File: src/rtl/grey_pixel_packer_pkg.sv
// Shared widths and helpers for the greyscale pixel packer (package grey_pkg).
// Optional statistics outputs are enabled by defining GREY_PACK_STATS_EN.
package grey_pkg;

    localparam int GREY_PIX_W        = 8;
    localparam int GREY_WORD_W       = 32;
    localparam int GREY_PIX_PER_WORD = 4;
    localparam int GREY_CNT_W        = $clog2(GREY_PIX_PER_WORD);

    // Closes a word: three buffered lanes plus the pixel arriving in the last lane.
    function automatic logic [GREY_WORD_W-1:0] grey_assemble(
        input logic [GREY_WORD_W-GREY_PIX_W-1:0] acc,
        input logic [GREY_PIX_W-1:0]             last
    );
        return {last, acc};
    endfunction

endpackage

File: src/rtl/grey_pixel_packer_if.sv
// Word stream between the pixel packer and its word FIFO.
// The packer drives pushes and pop requests; the FIFO returns its head, level and drop strobe.
interface grey_word_if
    import grey_pkg::*;
#(
    parameter int LVL_W = 4
) ();

    logic                   push;
    logic [GREY_WORD_W-1:0] push_data;
    logic                   pop_req;
    logic [GREY_WORD_W-1:0] head_data;
    logic                   head_valid;
    logic [LVL_W-1:0]       level;
    logic                   drop;

    modport master (
        output push, push_data, pop_req,
        input  head_data, head_valid, level, drop
    );

    modport slave (
        input  push, push_data, pop_req,
        output head_data, head_valid, level, drop
    );

endinterface

File: src/rtl/grey_pixel_packer_fifo.sv
// First-word fall-through word FIFO with registered head and occupancy level.
// A push into a full FIFO is only accepted when a pop frees a slot in the same cycle.
module grey_word_fifo
    import grey_pkg::*;
#(
    parameter int DEPTH = 8,
    parameter int LVL_W = $clog2(DEPTH) + 1
) (
    input  logic       clk,
    input  logic       rst,
    grey_word_if.slave fifo
);

    localparam int PTR_W = $clog2(DEPTH);

    logic [GREY_WORD_W-1:0] mem_q [DEPTH];
    logic [GREY_WORD_W-1:0] mem_d [DEPTH];
    logic [PTR_W-1:0]       wr_ptr_q, wr_ptr_d;
    logic [PTR_W-1:0]       rd_ptr_q, rd_ptr_d;
    logic [LVL_W-1:0]       cnt_q, cnt_d;
    logic [GREY_WORD_W-1:0] head_q, head_d;
    logic                   hval_q, hval_d;
    logic                   pop_s, full_s, push_ok_s, drop_s;

    // Next-state: storage, pointers, level, and the head value seen after this edge.
    always_comb begin
        mem_d     = mem_q;
        wr_ptr_d  = wr_ptr_q;
        rd_ptr_d  = rd_ptr_q;
        cnt_d     = cnt_q;
        pop_s     = fifo.pop_req && (cnt_q != LVL_W'(0));
        full_s    = (cnt_q == LVL_W'(DEPTH));
        push_ok_s = fifo.push && (!full_s || pop_s);
        drop_s    = fifo.push && full_s && !pop_s;

        if (push_ok_s) begin
            mem_d[wr_ptr_q] = fifo.push_data;
            wr_ptr_d        = wr_ptr_q + PTR_W'(1);
        end else begin
            wr_ptr_d = wr_ptr_q;
        end

        if (pop_s) begin
            rd_ptr_d = rd_ptr_q + PTR_W'(1);
        end else begin
            rd_ptr_d = rd_ptr_q;
        end

        case ({push_ok_s, pop_s})
            2'b10:   cnt_d = cnt_q + LVL_W'(1);
            2'b01:   cnt_d = cnt_q - LVL_W'(1);
            default: cnt_d = cnt_q;
        endcase

        hval_d = (cnt_d != LVL_W'(0));
        if (hval_d) begin
            head_d = mem_d[rd_ptr_d];
        end else begin
            head_d = {GREY_WORD_W{1'b0}};
        end
    end

    // State registers with synchronous reset.
    always_ff @(posedge clk) begin
        if (rst) begin
            for (int i = 0; i < DEPTH; i++) begin
                mem_q[i] <= {GREY_WORD_W{1'b0}};
            end
            wr_ptr_q <= PTR_W'(0);
            rd_ptr_q <= PTR_W'(0);
            cnt_q    <= LVL_W'(0);
            head_q   <= {GREY_WORD_W{1'b0}};
            hval_q   <= 1'b0;
        end else begin
            mem_q    <= mem_d;
            wr_ptr_q <= wr_ptr_d;
            rd_ptr_q <= rd_ptr_d;
            cnt_q    <= cnt_d;
            head_q   <= head_d;
            hval_q   <= hval_d;
        end
    end

    assign fifo.head_data  = head_q;
    assign fifo.head_valid = hval_q;
    assign fifo.level      = cnt_q;
    assign fifo.drop       = drop_s;

endmodule

File: src/rtl/grey_pixel_packer.sv
// Packs 8-bit greyscale pixels little-endian into 32-bit words buffered in a FWFT FIFO.
// Defining GREY_PACK_STATS_EN adds per-frame word count and dropped-word count outputs.
module grey_pixel_packer
    import grey_pkg::*;
#(
    parameter int FIFO_DEPTH = 8,
    parameter int LVL_W      = 4
) (
    input  logic                   iCLK,
    input  logic                   iRST,
    input  logic [GREY_PIX_W-1:0]  iLum,
    input  logic                   iDVAL,
    input  logic                   iSOF,
    output logic [GREY_WORD_W-1:0] oWORD,
    output logic                   oWVAL,
    input  logic                   iWREADY,
    output logic [LVL_W-1:0]       oLEVEL,
    output logic                   oOVF
`ifdef GREY_PACK_STATS_EN
    ,
    output logic [15:0]            oFRAME_WORDS,
    output logic [7:0]             oDROP_CNT
`endif
);

    localparam int ACC_W = GREY_WORD_W - GREY_PIX_W;

    grey_word_if #(.LVL_W(LVL_W)) u_bus ();

    logic [GREY_CNT_W-1:0] byte_cnt_q, byte_cnt_d;
    logic [ACC_W-1:0]      acc_q, acc_d;
    logic                  ovf_q, ovf_d;
    logic [GREY_CNT_W-1:0] lane_s;
    logic                  push_s;

    // Byte lane steering; a start-of-frame forces the current pixel into lane 0.
    always_comb begin
        byte_cnt_d = byte_cnt_q;
        acc_d      = acc_q;
        push_s     = 1'b0;
        lane_s     = iSOF ? GREY_CNT_W'(0) : byte_cnt_q;

        if (iDVAL) begin
            case (lane_s)
                2'd0:    acc_d[7:0]   = iLum;
                2'd1:    acc_d[15:8]  = iLum;
                2'd2:    acc_d[23:16] = iLum;
                2'd3:    push_s       = 1'b1;
                default: acc_d        = acc_q;
            endcase
            byte_cnt_d = lane_s + GREY_CNT_W'(1);
        end else if (iSOF) begin
            byte_cnt_d = GREY_CNT_W'(0);
        end else begin
            byte_cnt_d = byte_cnt_q;
        end

        ovf_d = ovf_q | u_bus.drop;
    end

    // Packer state registers.
    always_ff @(posedge iCLK) begin
        if (iRST) begin
            byte_cnt_q <= GREY_CNT_W'(0);
            acc_q      <= ACC_W'(0);
            ovf_q      <= 1'b0;
        end else begin
            byte_cnt_q <= byte_cnt_d;
            acc_q      <= acc_d;
            ovf_q      <= ovf_d;
        end
    end

    assign u_bus.push      = push_s;
    assign u_bus.push_data = grey_assemble(acc_q, iLum);
    assign u_bus.pop_req   = oWVAL & iWREADY;

    grey_word_fifo #(
        .DEPTH (FIFO_DEPTH),
        .LVL_W (LVL_W)
    ) u_fifo (
        .clk  (iCLK),
        .rst  (iRST),
        .fifo (u_bus.slave)
    );

    assign oWORD  = u_bus.head_data;
    assign oWVAL  = u_bus.head_valid;
    assign oLEVEL = u_bus.level;
    assign oOVF   = ovf_q;

`ifdef GREY_PACK_STATS_EN
    logic [15:0] frame_cnt_q, frame_cnt_d;
    logic [15:0] frame_words_q, frame_words_d;
    logic [7:0]  drop_cnt_q, drop_cnt_d;
    logic        accepted_s;

    // Accepted pushes are counted per frame; drops saturate at 255.
    always_comb begin
        accepted_s    = push_s && !u_bus.drop;
        frame_words_d = frame_words_q;
        frame_cnt_d   = frame_cnt_q;
        drop_cnt_d    = drop_cnt_q;

        if (iSOF) begin
            frame_words_d = frame_cnt_q;
            frame_cnt_d   = accepted_s ? 16'd1 : 16'd0;
        end else if (accepted_s) begin
            frame_cnt_d = frame_cnt_q + 16'd1;
        end else begin
            frame_cnt_d = frame_cnt_q;
        end

        if (u_bus.drop && (drop_cnt_q != 8'hFF)) begin
            drop_cnt_d = drop_cnt_q + 8'd1;
        end else begin
            drop_cnt_d = drop_cnt_q;
        end
    end

    // Statistics registers.
    always_ff @(posedge iCLK) begin
        if (iRST) begin
            frame_cnt_q   <= 16'd0;
            frame_words_q <= 16'd0;
            drop_cnt_q    <= 8'd0;
        end else begin
            frame_cnt_q   <= frame_cnt_d;
            frame_words_q <= frame_words_d;
            drop_cnt_q    <= drop_cnt_d;
        end
    end

    assign oFRAME_WORDS = frame_words_q;
    assign oDROP_CNT    = drop_cnt_q;
`endif

endmodule

File: config.mk
export PLATFORM = sky130hd
export DESIGN_NAME = grey_pixel_packer
export DESIGN_NICKNAME = d
export VERILOG_FILES = /design/src/rtl/grey_pixel_packer_pkg.sv /design/src/rtl/grey_pixel_packer_if.sv /design/src/rtl/grey_pixel_packer_fifo.sv /design/src/rtl/grey_pixel_packer.sv
export SDC_FILE = /design/constraint.sdc
export NUM_CORES = 1
export LEC_CHECK = 0
export CAP_MARGIN = 30
export CORE_MARGIN = 1.5
export CORE_UTILIZATION = 60
export CTS_CLUSTER_DIAMETER = 50
export DETAILED_ROUTE_END_ITERATION = 7
export DONT_BUFFER_PORTS = 1
export GPL_ROUTABILITY_DRIVEN = 0
export PLACE_DENSITY = 0.77
export REMOVE_ABC_BUFFERS = 1
export SYNTH_ARGS = -nofsm -noshare
export SYNTH_HDL_FRONTEND = slang
export SYNTH_SLANG_ARGS = --single-unit
File: constraint.sdc
create_clock -name iCLK -period 3 [get_ports iCLK]
set_input_delay 0.15 -clock iCLK [delete_from_list [all_inputs] [get_ports iCLK]]
set_output_delay 0.15 -clock iCLK [all_outputs]
set_load 0.03 [all_outputs]
# Word level (Yosys, flattened, before mapping)
# Index checks and enable logic that the tools add are counted.
dict set report classes {
  add_sub_neg 5
  mul 0
  div_mod_pow 0
  magnitude_cmp 3
  eq_ne 6
  n_shift 0
  mux 13
  n_bitwise 5
  n_reduce_logical 15
}
# cell n
set op_table {}
lappend op_table {{$bwmux W256} 1}
lappend op_table {{$mux W256} 1}
lappend op_table {{$bmux W32 S3} 1}
lappend op_table {{$demux W32 S3} 1}
lappend op_table {{$mux W32} 3}
lappend op_table {{$ge A4 B4 Y1 const B} 2}
lappend op_table {{$not A3 Y4} 2}
lappend op_table {{$pmux W4 S2} 1}
lappend op_table {{$reduce_bool A4 Y1} 2}
lappend op_table {{$add A3 B1 Y3 const B} 2}
lappend op_table {{$eq A2 B2 Y1 const B} 3}
lappend op_table {{$reduce_and A2 Y1} 3}
lappend op_table {{$logic_and A1 B1 Y1} 5}
lappend op_table {{$add A4 B1 Y4 const B} 1}
lappend op_table {{$eq A2 B1 Y1 const B} 2}
lappend op_table {{$eq A4 B4 Y1 const B} 1}
lappend op_table {{$lt A4 B1 Y1 const B} 1}
lappend op_table {{$mux W2} 2}
lappend op_table {{$sub A4 B1 Y4 const B} 1}
lappend op_table {{$mux W3} 1}
lappend op_table {{$add A2 B1 Y2 const B} 1}
lappend op_table {{$logic_not A1 Y1} 2}
lappend op_table {{$logic_not A2 Y1} 1}
lappend op_table {{$mux W1} 2}
lappend op_table {{other kinds (5)} 5}
dict set report totals {
  register_bits 326
  latchBits 0
  mem_bits_rw 0
  mem_bits_ro 0
  wordCells 65
  memories 0
}

# Longest topological paths before layout
# Gate-level depths: netlist (run 1).
dict set report depth {
  depth_word 10
  mapped_depth 12
  mapped_depth_nobuf 11
}

# Modules after synthesis
# Synthesis (run 1) repeated with hierarchy kept, for this count alone.
dict set report hier_totals {
  hier_cells 1274
  hier_area_um2 13267.7
}
# mod n_inst cells_per_inst area_each_um2 seq_area_each_um2
set by_module_without_submodules {}
lappend by_module_without_submodules {grey_word_fifo 1 1168 12246.7 5985.7}
lappend by_module_without_submodules {grey_pixel_packer 1 106 1021.0 540.5}

# Worst setup path after synthesis (run 1)
# No wires, ideal clock.
dict set report synth_timing {
  path_type {register to register}
  startpoint {reg byte_cnt_q[0]}
  endpoint {reg u_fifo.head_q[30], in the netlist u_fifo.fifo.head_data[30]}
  setup_time_ns 0.133
  arrival_ns 2.541
  setup_slack_ns 0.326
  stages_incl_launch_ff 13
  synth_period_minus_slack_ns 2.674
  cell_sequence {dfxtp_1 nor2b_1 ha_1 and2_1 nor3_1 xor2_1 ha_1 nor2_1 a32oi_1 xnor2_1 o31ai_4 buf_6 a41oi_2}
}
dict set report synth_via {
  elab_chain_len 10
  elab_cells_between_ends 15
  cone_classes {eq/ne (3); mux (8); bitwise (1); reduce/logical (3)}
}
# element line
set synth_lines {}
lappend synth_lines {{start: declaration} grey_pixel_packer.sv:30} ;# logic [GREY_CNT_W-1:0] byte_cnt_q, byte_cnt_d;
lappend synth_lines {{start signal: assignment} grey_pixel_packer.sv:68} ;# byte_cnt_q <= byte_cnt_d;
lappend synth_lines {{$mux W2 *} -}
lappend synth_lines {{$eq A2 B2 Y1 *} grey_pixel_packer.sv:44} ;# case (lane_s)
lappend synth_lines {{$mux W1 *} grey_pixel_packer.sv:44}
lappend synth_lines {{$mux W1 *} grey_pixel_packer.sv:43} ;# if (iDVAL) begin
lappend synth_lines {{$logic_and A1 B1 Y1 *} grey_pixel_packer_fifo.sv:33} ;# push_ok_s = fifo.push && (!full_s || pop_s);
lappend synth_lines {{$eq A2 B1 Y1 or $eq A2 B2 Y1 (tied branches)} grey_pixel_packer_fifo.sv:49} ;# case ({push_ok_s, pop_s})
lappend synth_lines {{$pmux W4 S2} grey_pixel_packer_fifo.sv:49}
lappend synth_lines {{$reduce_bool A4 Y1} grey_pixel_packer_fifo.sv:55} ;# hval_d = (cnt_d != LVL_W'(0));
lappend synth_lines {{$not A1 Y1 (no source line)} -}
lappend synth_lines {{$reduce_or A2 Y1 (no source line)} -}
lappend synth_lines {{end signal: assignment} grey_pixel_packer_fifo.sv:72} ;# head_q <= {GREY_WORD_W{1'b0}};
lappend synth_lines {{end: declaration} grey_pixel_packer_fifo.sv:21} ;# logic [GREY_WORD_W-1:0] head_q, head_d;
# Mark *: on every way between the ends. The rest lies on a longest branch, timed or not. The select of a mux whose other input is x is not followed.
# A chain may end at the register's enable or synchronous reset.

# Worst setup path after layout (run 1)
dict set report layout_timing {
  startpoint {reg byte_cnt_q[1]}
  endpoint {reg u_fifo.mem_q[102] (netlist name)}
}
dict set report layout_via {
  elab_chain_len 6
}
# element line
set layout_lines {}
lappend layout_lines {{$mux W2} -}
lappend layout_lines {{$eq A2 B2 Y1} grey_pixel_packer.sv:44}
lappend layout_lines {{$mux W1} grey_pixel_packer.sv:44}
lappend layout_lines {{$mux W1} grey_pixel_packer.sv:43}
lappend layout_lines {{$logic_and A1 B1 Y1} grey_pixel_packer_fifo.sv:33}
lappend layout_lines {{$mux W256} grey_pixel_packer_fifo.sv:36} ;# if (push_ok_s) begin
lappend layout_lines {{end signal: indexed assignment} grey_pixel_packer_fifo.sv:67} ;# mem_q[i] <= {GREY_WORD_W{1'b0}};
lappend layout_lines {{end signal: assignment} grey_pixel_packer_fifo.sv:75} ;# mem_q <= mem_d;
lappend layout_lines {{end: declaration} grey_pixel_packer_fifo.sv:16} ;# logic [GREY_WORD_W-1:0] mem_q [DEPTH];
# No other way between the ends.

==> results.ini, run 1 <==
[global_route]
grt_pass1_wl_mm=59.1
grt.total_usage_pct=30.6
grt_pass1_vias=11200
grt_max_degree=161
gr-total-overflow=0
antenna_found_initial=0

[route]
firstDrtPassIters=6
drt_iter0_drc=867
viasPerCell=5.86
ant_nets=0
routed_wl_mm=37.5
wl_per_cell_um=20.2
vias=10900
drc=0

[timing]
skew_ns=0.0221
tightest_slew_ns=0.934
slew_headroom_pct=37.5
fin_crit_sh_pct=93.6
setup_slack_ns=0.191
min_period_ns=2.81
rsz0062_at_grt=false
final-hold-violation-count=0
report.final.slew_viol_count=0
setup_viol=0
fin_setup_tns_ns=0
hold_ws_ns=0.0208
clock.fmax_ghz=0.356

[floorplanning]
die_area_um2=24800
die_h_um=158
coreArea_um2=23500
pin_count=51
start_util_pct=61.1
fp-row-count=56
fp.dieW_um=158

[power_and_ir_drop]
combPwrFrac_pct=1.3
vdd_drop_max_uv=673
p_leak_nw=7.07
clkPwrFrac_pct=50.1
power_density_nw_per_um2=524
p_int_mw=7.07
p_sw_share_pct=21.4
p_sw_mw=1.92
seqPwrFrac_pct=48.6
finalPower_mw=8.99

[placement]
placed_cell_area_um2=14500
placed_cells=1650
hpwl_mm=17.9
portBuffers=0
pre_cts_slack_ns=0.264

[cells_and_area]
syn_to_final_growth_pct=19.6
final_cell_area_um2=17200
final_layout_size_suffix_gt1_share_pct=9.79
final_util_pct=73.1
antenna_cells=0
nets=1533
fillers=1642
final_cells=1861

[yosys]
yosys_warnings=0
synth-main-ff-cell=dfxtp_1
synth-seq-area-share_pct=45.5
avgSynthCellArea_um2=9.98
postSynthCellCount=1437
netlist_area_um2=14300
synth-edff-count=0
ys_ff_latch=326
synth_cell_types=45
synthArstFlopShare_pct=0

[setup_path]
r2r-start=byte_cnt_q[1]$_SDFF_PP0_
critPathCaptureType=flip-flop
crit_path_start_kind=flip-flop
reg2reg_to=u_fifo.mem_q[102]$_SDFF_PP0_
required_ns=3.40
path_class=reg -> reg
startpoint=byte_cnt_q[1]$_SDFF_PP0_
r2r_slack_ns=0.19
critPathArrivalTime_ns=3.21
crit_path_max_fanout=19
reg2reg_depth=8

[job]
maxCapViolations=0

[clock_network]
cts_sinks=326
clockBufferDepth=3
clock_latency_ns=0.53
clockRootBuffer=clkbuf_16
htree_levels=2
cts_tree=done
clk_pin_slew_worst_paths_ns=0.06
numCtsBuffers=37

[hold_path]
hold_class=in -> reg
holdPathEnd=oOVF$_SDFF_PP0_
hold_depth=3
hold_start=iDVAL

[status]
status=finished clean

==> synthesized netlist by cell type (all sizes together) (7+ instances only) <==
library cell	number	area [µm²]
dfxtp	326	6530
a211o	36	315
mux2i	354	3540
ha	7	87.6
buf	53	388
clkbuf	89	334
nor2	273	1020
a41oi	32	521
and3	31	194
o21ai	33	165
a21oi	31	159
nand2b	66	413
nand3	26	135
nand2	33	129
==> state kept, by name, indices dropped and copies added, names as in the netlist <==
signal                  count
u_fifo.mem_q              256
u_fifo.fifo.head_data      32
acc_q                      24
u_fifo.fifo.level           4
u_fifo.rd_ptr_q             3
u_fifo.wr_ptr_q             3
byte_cnt_q                  2
oOVF                        1
u_fifo.fifo.head_valid      1
==> cell usage in the layout, fill, tap and decap left out, types with 2 or more instances in the layout <==
| cell type | n |
|---|---|
| and2_1 | 5 |
| clkbuf_1 | 10 |
| and3_1 | 31 |
| nand4_1 | 2 |
| clkbuf_16 | 39 |
| a21boi_2 | 2 |
| mux2i_1 | 354 |
| buf_4 | 25 |
| a211o_1 | 32 |
| dfxtp_1 | 326 |
| a21oi_2 | 2 |
| buf_12 | 11 |
| a211o_2 | 4 |
| clkinv_4 | 2 |
| nand2b_1 | 66 |
| a21oi_1 | 29 |
| nand3_1 | 25 |
| xnor2_1 | 4 |
| a211oi_4 | 4 |
| nor2b_1 | 4 |
| o21ai_0 | 2 |
| xor2_1 | 4 |
| inv_1 | 5 |
| ha_1 | 7 |
| nor2_1 | 272 |
| nand4b_1 | 2 |
| inv_6 | 2 |
| dlygate4sd3_1 | 142 |
| clkbuf_8 | 8 |
| clkinv_2 | 5 |
| nand2_1 | 31 |
| o21ai_1 | 30 |
| a41oi_2 | 32 |
==> critical path, cell delays in order (launching register included) <==
cell	delay, ns
dfxtp_1	0.31
nor2b_1	0.22
ha_1	0.27
nand4b_1	0.23
a211oi_4	0.28
buf_4	0.44
mux2i_1	0.29
nor2_1	0.08
dlygate4sd3_1	0.56
==> area by class of cell <==
class,instances,area [µm²],area share (%)
inverter,6,22.5,0.131
sequential,326,6530,38.1
clock inverter,11,106,0.620
multi-input combinational,963,7120,41.5
timing repair buffer,179,1860,10.8
tap,319,399,2.33
clock buffer,57,1120,6.55
==> power by group through the flow <==
stage | clock network (mW) | registers [mW] | logic, mW
global route | 4.72 | 4.37 | 0.128
floorplan | 0 | 4.45 | 0.0343
global placement | 0 | 4.46 | 0.0439
CTS | 4.54 | 4.37 | 0.118
detailed placement | 0 | 4.46 | 0.0452
finish | 4.50 | 4.37 | 0.121
==> routing by layer <==
| metal | vias to the layer above | share of wire [%] | track usage (%) |
|---|---|---|---|
| li1 | 5080 | - | - |
| met1 | 5325 | 41 | 37.2 |
| met2 | 370 | 48 | 52.5 |
| met3 | 131 | 6.0 | 5.56 |
| met4 | 0 | 4.4 | 14.5 |
| met5 | - | 0 | 0 |
==> cell families (layout without fill, tap and decap cells) <==
family                   count (synthesis)  in the layout  synth area share (%)
AO/OA/AOI/OAI                          147            147                  9.29
flip-flops                             326            326                  45.5
XOR/XNOR                                 8              8                 0.489
multiplexers                           354            354                  24.7
AND/OR/NAND/NOR                        447            447                  14.2
buffers and inverters                  148            253                  5.19
adder cells (fa/ha/maj)                  7              7                 0.611
==> worst max path at each step <==
stage / cells after the start / slack, ns / endpoint
2_1_floorplan: 6 / -1.35 / u_fifo.fifo.head_data[30]$_SDFF_PP0_
3_5_place_dp: 11 / 0.26 / u_fifo.fifo.head_data[23]$_SDFF_PP0_
3_3_place_gp: 12 / 0.37 / u_fifo.fifo.head_data[0]$_SDFF_PP0_
5_1_grt: 12 / 0.04 / u_fifo.fifo.head_data[24]$_SDFF_PP0_
4_1_cts: 12 / 0.26 / u_fifo.fifo.head_data[23]$_SDFF_PP0_
6_report: 8 / 0.19 / u_fifo.mem_q[102]$_SDFF_PP0_
==> repair_timing <==
action,CTS,global route
buffers inserted,0,0
hold buffers,143,0
endpoints found under the hold margin,293,0
gates resized for setup,0,0
No activity file was read; power rests on OpenSTA's default activity.
==> run 2, diff against run 1 <==
Settings changed: RECOVER_POWER set to 25.
==> results.ini, run 2 (same netlist as run 1, synthesis figures left out) <==
[status]
status=finished clean

[setup_path]
reg2reg_depth=8  ; unchanged
r2r_slack_ns=0.19  ; about the same
critPathCaptureType=flip-flop
required_ns=3.41  ; about the same
reg2reg_to=u_fifo.mem_q[238]$_SDFF_PP0_
crit_path_max_fanout=32  ; +13
critPathArrivalTime_ns=3.22  ; about the same
r2r-start=byte_cnt_q[1]$_SDFF_PP0_
crit_path_start_kind=flip-flop
path_class=reg -> reg

[route]
drc=0  ; unchanged
firstDrtPassIters=5  ; -1
drt_iter0_drc=795  ; -8.3%
routed.top_layer=met4
wl_met3_mm=2.05  ; -8.9%
ant_nets=0  ; unchanged
wl_met2_mm=18.2  ; +0.43%
wl_per_cell_um=20.2  ; about the same
vias=10900  ; +0.32%
routed_wl_mm=37.5  ; about the same
viasPerCell=5.88  ; +0.27%
route.layer.met1.wl_mm=15.8  ; +1.2%

[timing]
fin_crit_sh_pct=93.7  ; about the same
tightest_slew_ns=0.924  ; -0.0109 ns
fin_setup_tns_ns=0  ; unchanged
skew_ns=0.0244  ; +0.00230 ns
min_period_ns=2.81  ; +0.00161 ns
rsz0062_at_grt=false
report.final.slew_viol_count=0  ; unchanged
final-hold-violation-count=0  ; unchanged
slew_headroom_pct=38.2  ; +0.73 points
setup_viol=0  ; unchanged
clock.fmax_ghz=0.356  ; about the same

[hold_path]
holdPathEnd=oOVF$_SDFF_PP0_
hold_depth=3  ; unchanged
hold_class=in -> reg
hold_start=iDVAL

[cells_and_area]
fillers=1656  ; +0.85%
regMostFlops=u_fifo.mem_q
mostFrequentLayoutCells=mux2i_1 (354), dfxtp_1 (326), nor2_1 (272), dlygate4sd3_1 (142), nand2b_1 (66)
layout_commonest_cell=mux2i_1
final_util_pct=72.9  ; -0.15 points
final_layout_size_suffix_gt1_share_pct=9.21  ; -0.58 points
nets=1533  ; unchanged
syn_to_final_growth_pct=19.4
largest_reg_flops=256  ; unchanged

[clock_network]
clockRootBuffer=clkbuf_16
clk_pin_slew_worst_paths_ns=0.06  ; about the same
cts_tree=done
htree_levels=2  ; unchanged
clock_latency_ns=0.53  ; about the same
cts_resized=0  ; unchanged
clockBufferDepth=3  ; unchanged
cts_sinks=326  ; unchanged
numCtsBuffers=37  ; unchanged

[job]
maxCapViolations=0  ; unchanged

[power_and_ir_drop]
power_density_nw_per_um2=525  ; +0.21%
finalPower_mw=8.99  ; about the same
vdd_drop_max_uv=673  ; about the same
p_leak_nw=7.04  ; -0.38%

[global_route]
gr-total-overflow=0  ; unchanged
antenna_found_initial=0  ; unchanged
grt_pass1_vias=11200  ; unchanged
grt_max_degree=161  ; unchanged
grt.total_usage_pct=30.6  ; unchanged
grt_pass1_wl_mm=59.1  ; unchanged

[floorplanning]
coreArea_um2=23500  ; unchanged
die_h_um=158  ; unchanged
fp-row-count=56  ; unchanged
pin_count=51  ; unchanged
start_util_pct=61.1  ; unchanged
fp.dieW_um=158  ; unchanged
die_area_um2=24800  ; unchanged

[placement]
hpwl_mm=17.9  ; unchanged
portBuffers=0  ; unchanged

-- run 2: changes by cell type in the layout (fill, tap and decap cells not counted), sizes merged --
cell,before,now
clkbuf,57,64
diode,0,1
buf,37,30
-- run 2: power breakdown --
| group | switching (mW) | internal (mW) | total, mW |
|---|---|---|---|
| registers | 0.0264 | 4.34 | 4.37 |
| logic | 0.0810 | 0.0386 | 0.120 |
| clock network | 1.81 | 2.69 | 4.50 |
-- run 2: through the flow --
stage	worst slack (ns)	instances	hold slack, ns	instance area [µm²]
final	0.190	1862	0.0224	17100
after global routing	0.0389	1861	0.0470	17100
after CTS	0.257	1861	0.00141	17200
after detailed placement	0.264	1650	0.275	14500
after global placement	0.374	1650	0.278	14500
after floorplan	-1.35	1295	0.219	13600
-- run 2: critical path, cell delays in order (launching register included) --
cell and delay, ns:
dfxtp_1 0.31, nor2b_1 0.22, ha_1 0.27, nand4bb_1 0.27
a211oi_4 0.32, buf_12 0.31, mux2i_1 0.36, nor2_1 0.07
dlygate4sd3_1 0.56
-- run 2: cell type report --
cell class | count | area (µm²) | share of cell area [%]
inverter | 6 | 22.5 | 0.132
sequential | 326 | 6530 | 38.1
multi-input combinational | 963 | 7100 | 41.5
clock inverter | 11 | 106 | 0.621
clock buffer | 57 | 1120 | 6.57
tap | 319 | 399 | 2.33
timing repair buffer | 179 | 1830 | 10.7
antenna | 1 | 2.50 | 0.0146
-- run 2: worst max path at each step --
| stage | start | endpoint | slack (ns) | cells past startpoint |
|---|---|---|---|---|
| after floorplan | u_fifo.fifo.level[1]$_SDFF_PP0_ | u_fifo.fifo.head_data[30]$_SDFF_PP0_ | -1.35 | 6 |
| after global placement | byte_cnt_q[1]$_SDFF_PP0_ | u_fifo.fifo.head_data[0]$_SDFF_PP0_ | 0.37 | 12 |
| after detailed placement | byte_cnt_q[1]$_SDFF_PP0_ | u_fifo.fifo.head_data[23]$_SDFF_PP0_ | 0.26 | 11 |
| after CTS | byte_cnt_q[1]$_SDFF_PP0_ | u_fifo.fifo.head_data[23]$_SDFF_PP0_ | 0.26 | 12 |
| after global routing | byte_cnt_q[1]$_SDFF_PP0_ | u_fifo.fifo.head_data[24]$_SDFF_PP0_ | 0.04 | 11 |
| final | byte_cnt_q[1]$_SDFF_PP0_ | u_fifo.mem_q[238]$_SDFF_PP0_ | 0.19 | 8 |
-- run 2: what timing repair did --
action | 4_1_cts | 5_1_grt
hold buffers | 143 | 0
buffers inserted | 0 | 0
endpoints found under the hold margin | 293 | 0
-- run 2: metal layers --
metal	vias to the layer above	track usage [%]
met4	0	14.5
li1	5085	-
met2	370	52.5
met1	5352	37.2
met5	-	0
met3	134	5.56
